**config.mk**
```make
export PLATFORM = sky130hd
export DESIGN_NAME = hazard_scoreboard_unit
export DESIGN_NICKNAME = d
export VERILOG_FILES = /design/src/rtl/hazard_scoreboard_unit.sv
export SDC_FILE = /design/constraint.sdc
export NUM_CORES = 1
export LEC_CHECK = 0
export CAP_MARGIN = 40
export CORE_MARGIN = 2
export CORE_UTILIZATION = 60
export CTS_BUF_LIST = sky130_fd_sc_hd__clkbuf_4
export DETAILED_ROUTE_END_ITERATION = 7
export DONT_BUFFER_PORTS = 1
export GPL_ROUTABILITY_DRIVEN = 0
export PLACE_DENSITY_LB_ADDON = 0.08
export SETUP_SLACK_MARGIN = 0.4
export SLEW_MARGIN = 5
export SYNTH_ARGS = -nofsm -noshare
export SYNTH_HDL_FRONTEND = slang
export SYNTH_SLANG_ARGS = --single-unit
```
**constraint.sdc**
```tcl
create_clock -name clk -period 1.9 [get_ports clk]
set_input_delay 0.095 -clock clk [delete_from_list [all_inputs] [get_ports clk]]
set_output_delay 0.095 -clock clk [all_outputs]
set_load 0.02 [all_outputs]
```
**src/rtl/hazard_scoreboard_unit.sv**
```systemverilog
// hazard_scoreboard_unit
//   Hazard unit for the scalar+vector F/D/E/M/W pipeline: M/W operand forwarding,
//   per-register load scoreboard for multi-cycle loads, and branch/PC-write
//   stall and flush control.
//   Optional feature: define HAZARD_PERF_EN to add the StallCnt/FlushCnt
//   performance counters.
module hazard_scoreboard_unit #(
    parameter  int NREG   = 16,
    parameter  int NVREG  = 16,
    parameter  int LD_LAT = 2,
    parameter  int PC_REG = 15,
    localparam int AW     = $clog2(NREG),
    localparam int VW     = $clog2(NVREG)
) (
    input  logic          clk,
    input  logic          rst_n,
    input  logic [AW-1:0] RA1D,
    input  logic [AW-1:0] RA2D,
    input  logic [VW-1:0] RA1VD,
    input  logic [VW-1:0] RA2VD,
    input  logic [AW-1:0] RA1E,
    input  logic [AW-1:0] RA2E,
    input  logic [VW-1:0] RA1VE,
    input  logic [VW-1:0] RA2VE,
    input  logic [AW-1:0] WA3E,
    input  logic [AW-1:0] WA3M,
    input  logic [AW-1:0] WA3W,
    input  logic          RegWriteM,
    input  logic          RegWriteW,
    input  logic          RegWriteVM,
    input  logic          RegWriteVW,
    input  logic          MemtoRegE,
    input  logic          VLoadE,
    input  logic          PCSrcD,
    input  logic          PCSrcE,
    input  logic          PCSrcM,
    input  logic          PCSrcW,
    input  logic          BranchTakenE,
    output logic [1:0]    ForwardAE,
    output logic [1:0]    ForwardBE,
    output logic [1:0]    ForwardAVE,
    output logic [1:0]    ForwardBVE,
    output logic          StallF,
    output logic          StallD,
    output logic          FlushE,
    output logic          FlushD
`ifdef HAZARD_PERF_EN
    ,
    output logic [31:0]   StallCnt,
    output logic [31:0]   FlushCnt
`endif
);

    localparam int            CW        = $clog2(LD_LAT + 1);
    localparam logic [CW-1:0] LOAD_INIT = CW'(LD_LAT - 1);
    localparam logic [AW-1:0] PC_IDX    = AW'(PC_REG);
    // With LD_LAT=1 the result is forwardable from W without any extra wait.
    localparam bit            SB_EN     = (LD_LAT > 1);

    // Remaining busy cycles per destination register after the load leaves E.
    logic [CW-1:0] sbS [NREG];
    logic [CW-1:0] sbV [NVREG];

    logic          setS;
    logic          setV;
    logic [1:0]    fwdA;
    logic [1:0]    fwdB;
    logic [1:0]    fwdAV;
    logic [1:0]    fwdBV;
    logic          ldStallE;
    logic          sbStall;
    logic          ldStall;
    logic          pcWrPend;

    // A squashed load (BranchTakenE) never reserves its destination.
    assign setS = SB_EN & MemtoRegE & ~BranchTakenE & (WA3E != PC_IDX);
    assign setV = SB_EN & VLoadE & ~BranchTakenE;

    // Scalar scoreboard: reload wins over the per-cycle decrement, zero holds.
    always_ff @(posedge clk or negedge rst_n) begin
        if (!rst_n) begin
            for (int unsigned i = 0; i < NREG; i++) begin
                sbS[i] <= '0;
            end
        end else begin
            for (int unsigned i = 0; i < NREG; i++) begin
                if (setS && (WA3E == AW'(i))) begin
                    sbS[i] <= LOAD_INIT;
                end else if (sbS[i] != '0) begin
                    sbS[i] <= sbS[i] - CW'(1);
                end
            end
        end
    end

    // Vector scoreboard: same policy, indexed by the low VW bits of WA3E.
    always_ff @(posedge clk or negedge rst_n) begin
        if (!rst_n) begin
            for (int unsigned i = 0; i < NVREG; i++) begin
                sbV[i] <= '0;
            end
        end else begin
            for (int unsigned i = 0; i < NVREG; i++) begin
                if (setV && (WA3E[VW-1:0] == VW'(i))) begin
                    sbV[i] <= LOAD_INIT;
                end else if (sbV[i] != '0) begin
                    sbV[i] <= sbV[i] - CW'(1);
                end
            end
        end
    end

    // Scalar forwarding select: M beats W, the PC index always reads the regfile path.
    always_comb begin
        fwdA = 2'b00;
        fwdB = 2'b00;
        if (RA1E != PC_IDX) begin
            if (RegWriteM && (RA1E == WA3M)) begin
                fwdA = 2'b10;
            end else if (RegWriteW && (RA1E == WA3W)) begin
                fwdA = 2'b01;
            end
        end
        if (RA2E != PC_IDX) begin
            if (RegWriteM && (RA2E == WA3M)) begin
                fwdB = 2'b10;
            end else if (RegWriteW && (RA2E == WA3W)) begin
                fwdB = 2'b01;
            end
        end
    end

    // Vector forwarding select: M beats W, destination taken from the low VW bits.
    always_comb begin
        fwdAV = 2'b00;
        fwdBV = 2'b00;
        if (RegWriteVM && (RA1VE == WA3M[VW-1:0])) begin
            fwdAV = 2'b10;
        end else if (RegWriteVW && (RA1VE == WA3W[VW-1:0])) begin
            fwdAV = 2'b01;
        end
        if (RegWriteVM && (RA2VE == WA3M[VW-1:0])) begin
            fwdBV = 2'b10;
        end else if (RegWriteVW && (RA2VE == WA3W[VW-1:0])) begin
            fwdBV = 2'b01;
        end
    end

    // Stall terms: load currently in E, or a still-busy scoreboard entry.
    always_comb begin
        ldStallE = (MemtoRegE && ((RA1D == WA3E) || (RA2D == WA3E))) ||
                   (VLoadE && ((RA1VD == WA3E[VW-1:0]) || (RA2VD == WA3E[VW-1:0])));
        sbStall  = (sbS[RA1D] != '0) || (sbS[RA2D] != '0) ||
                   (sbV[RA1VD] != '0) || (sbV[RA2VD] != '0);
        ldStall  = ldStallE | sbStall;
        pcWrPend = PCSrcD | PCSrcE | PCSrcM;
    end

    // Output drive; reset forces every control and select low immediately.
    always_comb begin
        ForwardAE  = 2'b00;
        ForwardBE  = 2'b00;
        ForwardAVE = 2'b00;
        ForwardBVE = 2'b00;
        StallF     = 1'b0;
        StallD     = 1'b0;
        FlushE     = 1'b0;
        FlushD     = 1'b0;
        if (rst_n) begin
            ForwardAE  = fwdA;
            ForwardBE  = fwdB;
            ForwardAVE = fwdAV;
            ForwardBVE = fwdBV;
            StallF     = ldStall | pcWrPend;
            StallD     = ldStall & ~BranchTakenE;
            FlushE     = ldStall | BranchTakenE;
            FlushD     = pcWrPend | PCSrcW | BranchTakenE;
        end
    end

`ifdef HAZARD_PERF_EN
    // Saturating cycle counters of StallD and FlushD activity.
    always_ff @(posedge clk or negedge rst_n) begin
        if (!rst_n) begin
            StallCnt <= '0;
            FlushCnt <= '0;
        end else begin
            if (StallD && (StallCnt != '1)) begin
                StallCnt <= StallCnt + 32'd1;
            end
            if (FlushD && (FlushCnt != '1)) begin
                FlushCnt <= FlushCnt + 32'd1;
            end
        end
    end
`endif

endmodule

```
* Word level (Yosys, flattened, before mapping)
Cells that the tools add are included.
** Storage, ports and cells
- Flip-flop bits (word level) :: 64
** Cells by class
- Add/sub/neg operators :: 32
- $lt $le $gt $ge :: 4
- Equality and inequality tests :: 30
- Bitwise logic cells :: 16
- Reductions and logical operators :: 117
- Multiplexer cells :: 94
** Operator list (number)
- $mux 2 :: 82
- $reduce_bool 2->1 :: 68
- $sub 2x1->2 const B :: 32
- $eq 4x4->1 :: 12
- $logic_and 1x1->1 :: 42
- $bmux 2 s4 :: 4
- $eq 4x4->1 const B :: 8
- $ge 5x5->1 const B :: 4
- $not 4->5 :: 4
- $eq 4x3->1 const B :: 4
- $ne 4x4->1 const B :: 3
- $eq 4x2->1 const B :: 2
- $mux 1 :: 8
- $or 1x1->1 :: 7
- $logic_or 1x1->1 :: 6
- $and 1x1->1 :: 4
- $eq 4x1->1 const B :: 1
- $logic_not 4->1 :: 1
- $not 1->1 :: 1

* Logic depth before layout (Yosys ltp)
Gate-level depths: netlist (run 1).
- Depth in word-level cells :: 11
- Gate-level depth with buffers :: 8
- Gate-level depth less buffers :: 6

* Worst setup path before layout (run 1)
OpenSTA, ideal clock, no wires.
- Path kind :: register -> output
- Start :: register sbV[8] in the netlist's numbering
- End :: output StallD
- Path slack :: 139 ps
- Arrival :: 1666 ps
- Path buffers :: 0
- Stages on the path, launching flop included :: 7
- Cell sequence :: dfrtp_1 > nor2_1 > a211o_2 > mux4_2 > nand4_1 > nor3_2 > a21oi_1
** Between the ends
- Cells in the longest elaborated chain, start to end :: 9
- Elaborated cells between the ends (all ways) :: 13
** RTL lines
- start: declaration :: RTL line 62 : logic [CW-1:0] sbV [NVREG];
- start signal: indexed assignment :: RTL line 107 : sbV[i] <= sbV[i] - CW'(1);
- $bmux 2 s4 :: RTL line 154 : (sbV[RA1VD] != '0) || (sbV[RA2VD] != '0);
- $mux 2 (not written as such) (2 in a row) :: RTL line 154
- $reduce_bool 2->1 :: RTL line 154
- $logic_or 1x1->1 :: RTL line 153 : sbStall = (sbS[RA1D] != '0) || (sbS[RA2D] != '0) ||
- $logic_or 1x1->1 (*) :: RTL line 154
- $or 1x1->1 (*) :: RTL line 155 : ldStall = ldStallE | sbStall;
- $and 1x1->1 (*) :: RTL line 175 : StallD = ldStall & ~BranchTakenE;
- $mux 1 (*) :: RTL line 169 : if (rst_n) begin
- end: declaration :: RTL line 44 : output logic StallD,
Every way passes the cells marked *; elsewhere a longest branch is shown, timed or not. The select of a mux whose other input is x is not followed.

* Worst setup path in the final report (run 1)
- Start :: register sbV[17] in the netlist's numbering
- End :: output StallF
** Between the ends
- Cells in the longest elaborated chain, start to end :: 9
- Elaborated cells between the ends (all ways) :: 13
** RTL lines
- $bmux 2 s4 :: RTL line 154
- $mux 2 (not written as such) (2 in a row) :: RTL line 154
- $reduce_bool 2->1 :: RTL line 154
- $logic_or 1x1->1 :: RTL line 153
- $logic_or 1x1->1 (*) :: RTL line 154
- $or 1x1->1 (*) :: RTL line 155
- $or 1x1->1 (*) :: RTL line 174 : StallF = ldStall | pcWrPend;
- $mux 1 (*) :: RTL line 169
- end: declaration :: RTL line 43 : output logic StallF,
Marks and branches as above.

==> flow_summary.json, run 1 <==
{
  "synthesis.area_um2": 4780,
  "yosys-top-cells-count": "85 x nor2_1, 67 x inv_1, 64 x dfrtp_1, 61 x xor2_1, 53 x a21oi_1",
  "die_h_um": 93.3,
  "syn_area_per_cell_um2": 8.14,
  "min_period_ns": 2.38,
  "wl_um": 12000,
  "yosysWarningCount": 0,
  "crit_required_ns": 1.80,
  "slowest_delay_ns": 0.49,
  "rsz0062_at_grt": "yes",
  "finalNetCount": 705,
  "setup.worst_path.end_class": "output pin",
  "grt_pass1_wl_um": 19800,
  "status": "complete, but fails checks",
  "violations": "hold timing, setup timing",
  "syn_to_final_growth_pct": 12.6,
  "syn_inst": 587,
  "path_class": "register to output pin",
  "drc": 0,
  "io_pins": 69,
  "yosysUniqueCellTypes": 48,
  "slew_viol_final": 0,
  "critical-path-top-delay-family": "compound AO/OA/AOI/OAI gates",
  "yosysTopAreaCellShare": 0.335,
  "skew_ns": 0.0126,
  "vdd_ir_drop_max_mv": 0.807,
  "synthArstFlopShare": 1.00,
  "via_per_inst": 5.90,
  "grt_overflow": 0,
  "die_w_um": 93.3,
  "dp_hpwl_um": 8410,
  "multi_input_area_um2": 2900,
  "clk_pin_slew_ns": 0.12,
  "synth-seq-cells": 64,
  "dp_slack_ns": 0.0364,
  "drt-pass1-iter-count": 6,
  "ant_nets": 0,
  "yosysMostFrequentCell": "nor2_1",
  "grt_use_total": 0.292,
  "ys_seq_area_frac": 0.335,
  "drive_gt1_frac": 0.124,
  "numPortBuffers": 0,
  "fmax_mhz": 421,
  "hold_viol": 2,
  "dieArea_um2": 8700,
  "max-slew-margin-rel": 0.627,
  "synth-edff-count": 0,
  "crit_fanout": 3,
  "grt_pass1_vias": 4230,
  "cp.arrival_ns": 2.28,
  "cts_sinks": 64,
  "cp_slowest_cell": "mux4_2",
  "vias": 4269,
  "syn_nets": 676,
  "seq_area_um2": 1600,
  "maxCapViolCount": 0,
  "antenna_cells": 0,
  "setup.worst_path.start_class": "register",
  "drt_iter0_drc": 274,
  "antenna_found_initial": 0,
  "grt_max_degree": 65,
  "p_leak_nw": 2.51,
  "avgRoutedWirePerCell_um": 16.6,
  "setup_ws_ns": -0.476,
  "ff2ff_setup_slack_ns": 0.70,
  "path_buf_inv": 2,
  "fill_cells": 634,
  "cts_root_buf": "clkbuf_4",
  "rows": 32,
  "initial_utilization": 0.619,
  "clock_latency_ns": 0.45,
  "cts_tree": "done",
  "worst_slew_pin_slew_ns": 0.556,
  "synth_area_leader_cell": "dfrtp_1",
  "h-tree-depth": 3,
  "cts_buffers": 9,
  "coreArea_um2": 7730,
  "setup_viol": 3,
  "period_share": 1.25,
  "whs_ns": -0.00765,
  "cts_buffer_depth": 2,
  "power_density_nw_per_um2": 1500,
  "hp-class": "input pin to register",
  "path_cells": "inv_2, a311o_1, mux4_2, nand4_1, nor3_4, buf_6, a21boi_4",
  "synthTopCellsByArea": "dfrtp_1 33%, xor2_1 11%, ha_1 8.4%, nor2_1 6.7%, a21oi_1 5.5%",
  "synth_flop_cell": "dfrtp_1"
}
[routing by layer]
layer / track usage / share of wire
met1: 0.371 / 0.42
met2: 0.491 / 0.48
met3: 0.0757 / 0.076
met4: 0.0846 / 0.022
met5: 0 / 0
[per-stage QoR]
step                      TNS (ns)  std cells  utilization  power (W)  cell area [um^2]
after floorplan                  0        587            -    0.00570              4790
after detailed placement         0        676        0.630    0.00644              4860
final                        -1.37        723        0.697    0.00807              5380
after global placement           0        676        0.630    0.00614              4860
after CTS                   -0.920        719        0.691    0.00797              5340
after global routing         -1.36        723        0.697    0.00890              5380
[area by class of cell]
class | count | share of cell area
Clock buffer | 9 | 0.0125
Clock inverter | 7 | 0.0179
Inverter | 68 | 0.0474
Multi-Input combinational cell | 434 | 0.539
Sequential cell | 64 | 0.297
Tap cell | 102 | 0.0237
Timing Repair Buffer | 39 | 0.0616
[flip-flops by register name, indices dropped and copies added, names as in the netlist]
signal,cells
sbS,32
sbV,32
[power breakdown]
group	total [W]	internal, W	switching (W)
clock	0.00109	0.000531	0.000560
combinational	0.00422	0.00202	0.00220
sequential	0.00276	0.00212	0.000644
[what timing repair did]
item / in CTS / in global routing
resized for setup: 15 / 4
hold endpoints to repair: 72 / 0
setup endpoints to repair: 3 / 3
setup buffers: 20 / 4
pin swaps: 4 / 3
hold buffers: 7 / 0
[worst register-to-register path: stages (launching register included)]
cell and delay (ns):
dfrtp_1 0.43, buf_4 0.15, inv_1 0.04, ha_1 0.19, xor2_1 0.17, o21ai_0 0.10
[cell usage in the layout, fill, tap and decap left out, drive strengths merged, types with 4 or more instances in the layout]
cell type     n
dlygate4sd3   6
nand2        37
and3          4
a31oi         7
nand3        10
nor2         85
o211ai        4
buf          33
xor2         61
clkbuf        9
dfrtp        64
ha           32
o21ai        32
nand2b        4
xnor2        17
inv          68
nor3         25
nor4         14
a21oi        53
nor4b         5
nand4         6
[kinds of logic after synthesis]
group,Yosys count,share of synthesized area
and+or+nand+nor,207,0.208
AOI/OAI and AO/OA,114,0.140
buffers and inverters,89,0.0767
xor gates and xnor gates,78,0.143
DFF,64,0.335
adders and majority gates,32,0.0837
muxes,3,0.0141
[path summary, 6_finish.rpt]
kind                                           from                   to  depth (start not counted)
max in group asynchronous                     rst_n  sbS[19]$_DFFE_PN0P_                          2
min in group asynchronous                     rst_n  sbV[31]$_DFFE_PN0P_                          2
worst max register to register  sbV[23]$_DFFE_PN0P_  sbV[22]$_DFFE_PN0P_                          5
worst min-delay path                        WA3E[0]  sbS[26]$_DFFE_PN0P_                          4
worst max-delay path            sbV[17]$_DFFE_PN0P_               StallF                          7
worst min register to register   sbS[1]$_DFFE_PN0P_   sbS[1]$_DFFE_PN0P_                          2
Note: power is estimated with default switching activity, not from simulation.
==> run 2: changes to the inputs <==
==> constraint.sdc (replaced) <==
create_clock -name clk -period 1.9 [get_ports clk]
set_input_delay 0.38 -clock clk [delete_from_list [all_inputs] [get_ports clk]]
set_output_delay 0.38 -clock clk [all_outputs]
set_load 0.02 [all_outputs]
==> flow_summary.json, run 2 (synthesis gave the netlist of run 1 again) <==
{
  "maxCapViolCount": 0,
  "timing.rr.start": "sbV[8]$_DFFE_PN0P_",
  "cts_buffer_depth": 2,
  "crit_fanout": 3,
  "vdd_ir_drop_max_mv": 1.02,
  "numPortBuffers": 0,
  "cts_buffers": 9,
  "status": "complete, but fails checks",
  "rsz0062_at_grt": "yes",
  "via_per_inst": 5.76,
  "grt_use_total": 0.293,
  "clock_latency_ns": 0.43,
  "slew_viol_final": 0,
  "fill_cells": 574,
  "ant_nets": 0,
  "min_period_ns": 2.60,
  "initial_utilization": 0.619,
  "drive_gt1_frac": 0.224,
  "cts_tree": "done",
  "period_share": 1.37,
  "dp_hpwl_um": 9100,
  "skew_ns": 0.0185,
  "vias": 4399,
  "drt_iter0_drc": 259,
  "rows": 32,
  "ff2ff_setup_slack_ns": 0.56,
  "hp-class": "input pin to asynchronous set/reset pin",
  "clk_pin_slew_ns": 0.12,
  "seq_power_share": 0.307,
  "worst_slew_pin_slew_ns": 0.684,
  "hold_viol": 64,
  "internal-power_w": 0.00510,
  "setup_viol": 3,
  "rr_worst_depth": 6,
  "grt_pass1_wl_um": 20000,
  "antenna_cells": 0,
  "drc": 0,
  "io_pins": 69,
  "netSwitchingFraction": 0.408,
  "fmax_mhz": 385,
  "drt-pass1-iter-count": 5,
  "cp.arrival_ns": 2.22,
  "setup_ws_ns": -0.698,
  "violations": "hold timing, setup timing",
  "clock_power_share": 0.113,
  "top_regs": "sbS (32), sbV (32)",
  "path_class": "register to output pin",
  "whs_ns": -0.376,
  "grt_max_degree": 76,
  "avgRoutedWirePerCell_um": 16.2,
  "grt_overflow": 0,
  "p_leak_nw": 2.76,
  "setup.worst_path.end_class": "output pin",
  "die_w_um": 93.3,
  "r2r-end": "sbV[8]$_DFFE_PN0P_",
  "power.switching_w": 0.00351,
  "mostFrequentLayoutCell": "nor2_1",
  "power_density_nw_per_um2": 1470,
  "wl_um": 12400,
  "p_comb_frac": 0.581,
  "cts_sinks": 64,
  "max-slew-margin-rel": 0.533,
  "h-tree-depth": 3,
  "finalNetCount": 746,
  "antenna_found_initial": 0,
  "setup.worst_path.start_class": "register",
  "final_util": 0.757,
  "layout_common_cells": "82 x nor2_1, 80 x buf_4, 66 x inv_1, 64 x dfrtp_1, 54 x xor2_1",
  "cts_root_buf": "clkbuf_4",
  "grt_pass1_vias": 4397,
  "dieArea_um2": 8700,
  "coreArea_um2": 7730,
  "crit_required_ns": 1.52,
  "syn_to_final_growth_pct": 22.4,
  "die_h_um": 93.3
}
==> run 2: cell count changes in the layout (fill, tap and decap cells not counted), sizes merged <==
| cell | before | now |
|---|---|---|
| bufinv | 2 | 1 |
| inv | 68 | 69 |
| clkinvlp | 3 | 1 |
| buf | 33 | 80 |
| clkbuf | 9 | 10 |
| dlygate4sd3 | 6 | 0 |
| clkinv | 2 | 3 |
==> run 2: power by group through the flow <==
stage          Clock (W)  Combinational (W)  Sequential (W)
2_1_floorplan          0            0.00309         0.00267
3_3_place_gp           0            0.00443         0.00261
3_5_place_dp           0            0.00476         0.00266
4_1_cts         0.000976            0.00498         0.00262
5_1_grt          0.00104            0.00568         0.00271
6_report        0.000970            0.00500         0.00264
==> run 2: worst max-delay path by stage <==
stage                                   start  endpoint  depth (start not counted)
after floorplan                      RA1VD[0]    StallD                          7
after global placement    sbV[14]$_DFFE_PN0P_    StallD                          7
after detailed placement  sbV[14]$_DFFE_PN0P_    StallD                          7
after CTS                 sbV[14]$_DFFE_PN0P_    StallD                          7
after global routing      sbV[22]$_DFFE_PN0P_    StallD                          8
final                     sbV[21]$_DFFE_PN0P_    StallD                          7
==> run 2: worst max-delay path, stage by stage (launching register included) <==
cell and delay, ns:
dfrtp_1 0.39, nor2_1 0.08, a211o_2 0.32, mux4_2 0.47
nand4_1 0.17, nor3_4 0.09, a21oi_2 0.13, buf_4 0.15
==> run 2: final cells by class <==
type | instances | area, um^2 | share of cell area
clock buffer | 10 | 75.1 | 0.0128
clock inverter | 6 | 68.8 | 0.0118
inverter | 68 | 258 | 0.0441
multi-input combinational | 434 | 3120 | 0.533
sequential | 64 | 1600 | 0.274
tap | 102 | 128 | 0.0218
timing repair buffer | 80 | 601 | 0.103
==> run 2: repair_timing <==
| item | CTS | global route |
|---|---|---|
| endpoints found under the setup margin | 6 | 11 |
| resized for setup | 11 | 17 |
| pin swaps | 16 | 8 |
| buffers inserted | 12 | 0 |
| hold endpoints to repair | 64 | 64 |
==> run 2: per-layer routing <==
layer	vias to the layer above	wire, um	track usage
li1	2123	-	-
met1	2108	4980	0.357
met2	134	6340	0.514
met3	34	697	0.0548
met4	0	342	0.108
met5	-	0	0
==> run 2: stage by stage <==
stage | setup WS, ns | power (W) | cells | instance area, um^2 | setup TNS, ns
after detailed placement | -0.212 | 0.00741 | 736 | 5440 | -0.576
after global routing | -0.751 | 0.00944 | 764 | 5850 | -2.23
after CTS | -0.631 | 0.00857 | 764 | 5730 | -1.88
after floorplan | -0.111 | 0.00575 | 587 | 4950 | -0.322
after global placement | -0.201 | 0.00704 | 736 | 5440 | -0.504
final | -0.698 | 0.00861 | 764 | 5850 | -2.08
==> run 3: changes to the inputs <==
--- a/config.mk
+++ b/config.mk
@@ -7,7 +7,7 @@
 export LEC_CHECK = 0
 export CAP_MARGIN = 40
 export CORE_MARGIN = 2
-export CORE_UTILIZATION = 60
+export CORE_UTILIZATION = 65
 export CTS_BUF_LIST = sky130_fd_sc_hd__clkbuf_4
 export DETAILED_ROUTE_END_ITERATION = 7
 export DONT_BUFFER_PORTS = 1
==> flow_summary.json, run 3 (synthesis gave the netlist of run 1 again) <==
{
  "status": "complete, but fails checks",
  "violations": "hold timing, setup timing",
  "drc": 0,
  "coreArea_um2": 7180,
  "seq_area_um2": 1600,
  "min_period_ns": 2.68,
  "crit_fanout": 3,
  "ant_nets": 0,
  "path_buf_inv": 1,
  "drt-pass1-iter-count": 7,
  "setup.worst_path.start_class": "register",
  "worst_slew_pin_slew_ns": 0.575,
  "die_h_um": 89.8,
  "cts_buffers": 9,
  "final-instance-count-excl-fill": 769,
  "path_cells": "nor3_1, a211o_2, mux4_2, nand4_1, nor3_4, buf_6, a21boi_4",
  "clock_latency_ns": 0.43,
  "grt_pass1_wl_um": 22400,
  "fmax_mhz": 374,
  "cts_root_buf": "clkbuf_4",
  "whs_ns": -0.387,
  "drt_iter0_drc": 411,
  "setup_ws_ns": -0.777,
  "maxCapViolCount": 0,
  "grt_pass1_vias": 4692,
  "avgRoutedWirePerCell_um": 19.7,
  "skew_ns": 0.0223,
  "antenna_found_initial": 0,
  "power_density_nw_per_um2": 1550,
  "max-slew-margin-rel": 0.607,
  "top_regs": "sbS (32), sbV (32)",
  "grt_max_degree": 76,
  "h-tree-depth": 3,
  "grt_overflow": 0,
  "io_pins": 69,
  "multi_input_area_um2": 3240,
  "timing.rr.start": "sbV[30]$_DFFE_PN0P_",
  "fill_cells": 395,
  "rsz0062_at_grt": "yes",
  "layout_common_cells": "85 x buf_4, 82 x nor2_1, 65 x inv_1, 64 x dfrtp_1, 53 x xor2_1",
  "critPathLaunch": "sbV[23]$_DFFE_PN0P_",
  "finalNetCount": 754,
  "ff2ff_setup_slack_ns": 0.31,
  "cts_sinks": 64,
  "slowest_delay_ns": 0.47,
  "vdd_ir_drop_max_mv": 0.949,
  "p_leak_nw": 2.83,
  "period_share": 1.41,
  "hp-class": "input pin to asynchronous set/reset pin",
  "dp_hpwl_um": 9160,
  "slew_viol_final": 0,
  "setup_viol": 3,
  "wl_um": 15100,
  "cts_buffer_depth": 2,
  "rows": 31,
  "clk_pin_slew_ns": 0.14,
  "initial_utilization": 0.666,
  "setup.worst_path.end_class": "output pin",
  "numPortBuffers": 0,
  "hold_viol": 64,
  "cp.arrival_ns": 2.30,
  "placed_cells": 739,
  "antenna_cells": 0,
  "syn_to_final_growth_pct": 26.9,
  "grt_use_total": 0.347,
  "cp_slowest_cell": "mux4_2",
  "drive_gt1_frac": 0.239,
  "dieArea_um2": 8060,
  "die_w_um": 89.8,
  "crit_required_ns": 1.52,
  "cts_tree": "done",
  "via_per_inst": 6.22,
  "mostFrequentLayoutCell": "buf_4",
  "path_class": "register to output pin",
  "critical-path-top-delay-family": "compound AO/OA/AOI/OAI gates",
  "vias": 4785
}
[run 3: per-stage QoR]
stage / util / TNS, ns / setup WS [ns] / cell area (um^2) / power, W
floorplan: - / -0.322 / -0.111 / 4950 / 0.00575
global placement: 0.764 / -0.643 / -0.219 / 5480 / 0.00712
detailed placement: 0.764 / -0.684 / -0.237 / 5480 / 0.00750
CTS: 0.817 / -1.93 / -0.671 / 5860 / 0.00885
global route: 0.845 / -2.46 / -0.826 / 6070 / 0.0101
finish: 0.845 / -2.28 / -0.777 / 6070 / 0.00938
[run 3: path summary, 6_finish.rpt]
check / to / cells past startpoint
worst max register to register: sbV[31]$_DFFE_PN0P_ / 6
worst min register to register: sbS[0]$_DFFE_PN0P_ / 2
max in group asynchronous: sbS[14]$_DFFE_PN0P_ / 0
worst min-delay path: sbV[28]$_DFFE_PN0P_ / 0
min in group clk: sbV[7]$_DFFE_PN0P_ / 1
worst max-delay path: StallF / 7
[run 3: power breakdown]
group | internal (W) | switching [W] | total (W)
clock | 0.000555 | 0.000596 | 0.00115
combinational | 0.00271 | 0.00285 | 0.00556
sequential | 0.00211 | 0.000558 | 0.00267
[run 3: final cells by class]
cell class,instances,share of cell area
repair buffers,88,0.111
well taps,99,0.0204
inverters,68,0.0425
clock inverters,6,0.0151
flip-flops and latches,64,0.264
clock buffers,10,0.0124
multi-input cells,434,0.535
[run 3: layer usage]
layer | vias to the layer above | track usage | wire length (um)
li1 | 2136 | - | -
met1 | 2254 | 0.398 | 5330
met2 | 315 | 0.643 | 7620
met3 | 80 | 0.0654 | 1350
met4 | 0 | 0.126 | 855
met5 | - | 0 | 0
[run 3: repair_timing]
action / 4_1_cts / 5_1_grt
endpoints found under the setup margin: 6 / 11
setup buffers: 8 / 6
hold endpoints to repair: 64 / 64
pin swaps: 17 / 15
gates resized for setup: 22 / 22
[run 3: worst reg2reg max path: cells and delay by family (launching register included)]
family	cells	cell delay [ns]
DFF	1	0.42
AOI/OAI and AO/OA	2	0.48
adders and majority gates	1	0.24
and+or+nand+nor	1	0.10
buffers and inverters	2	0.20
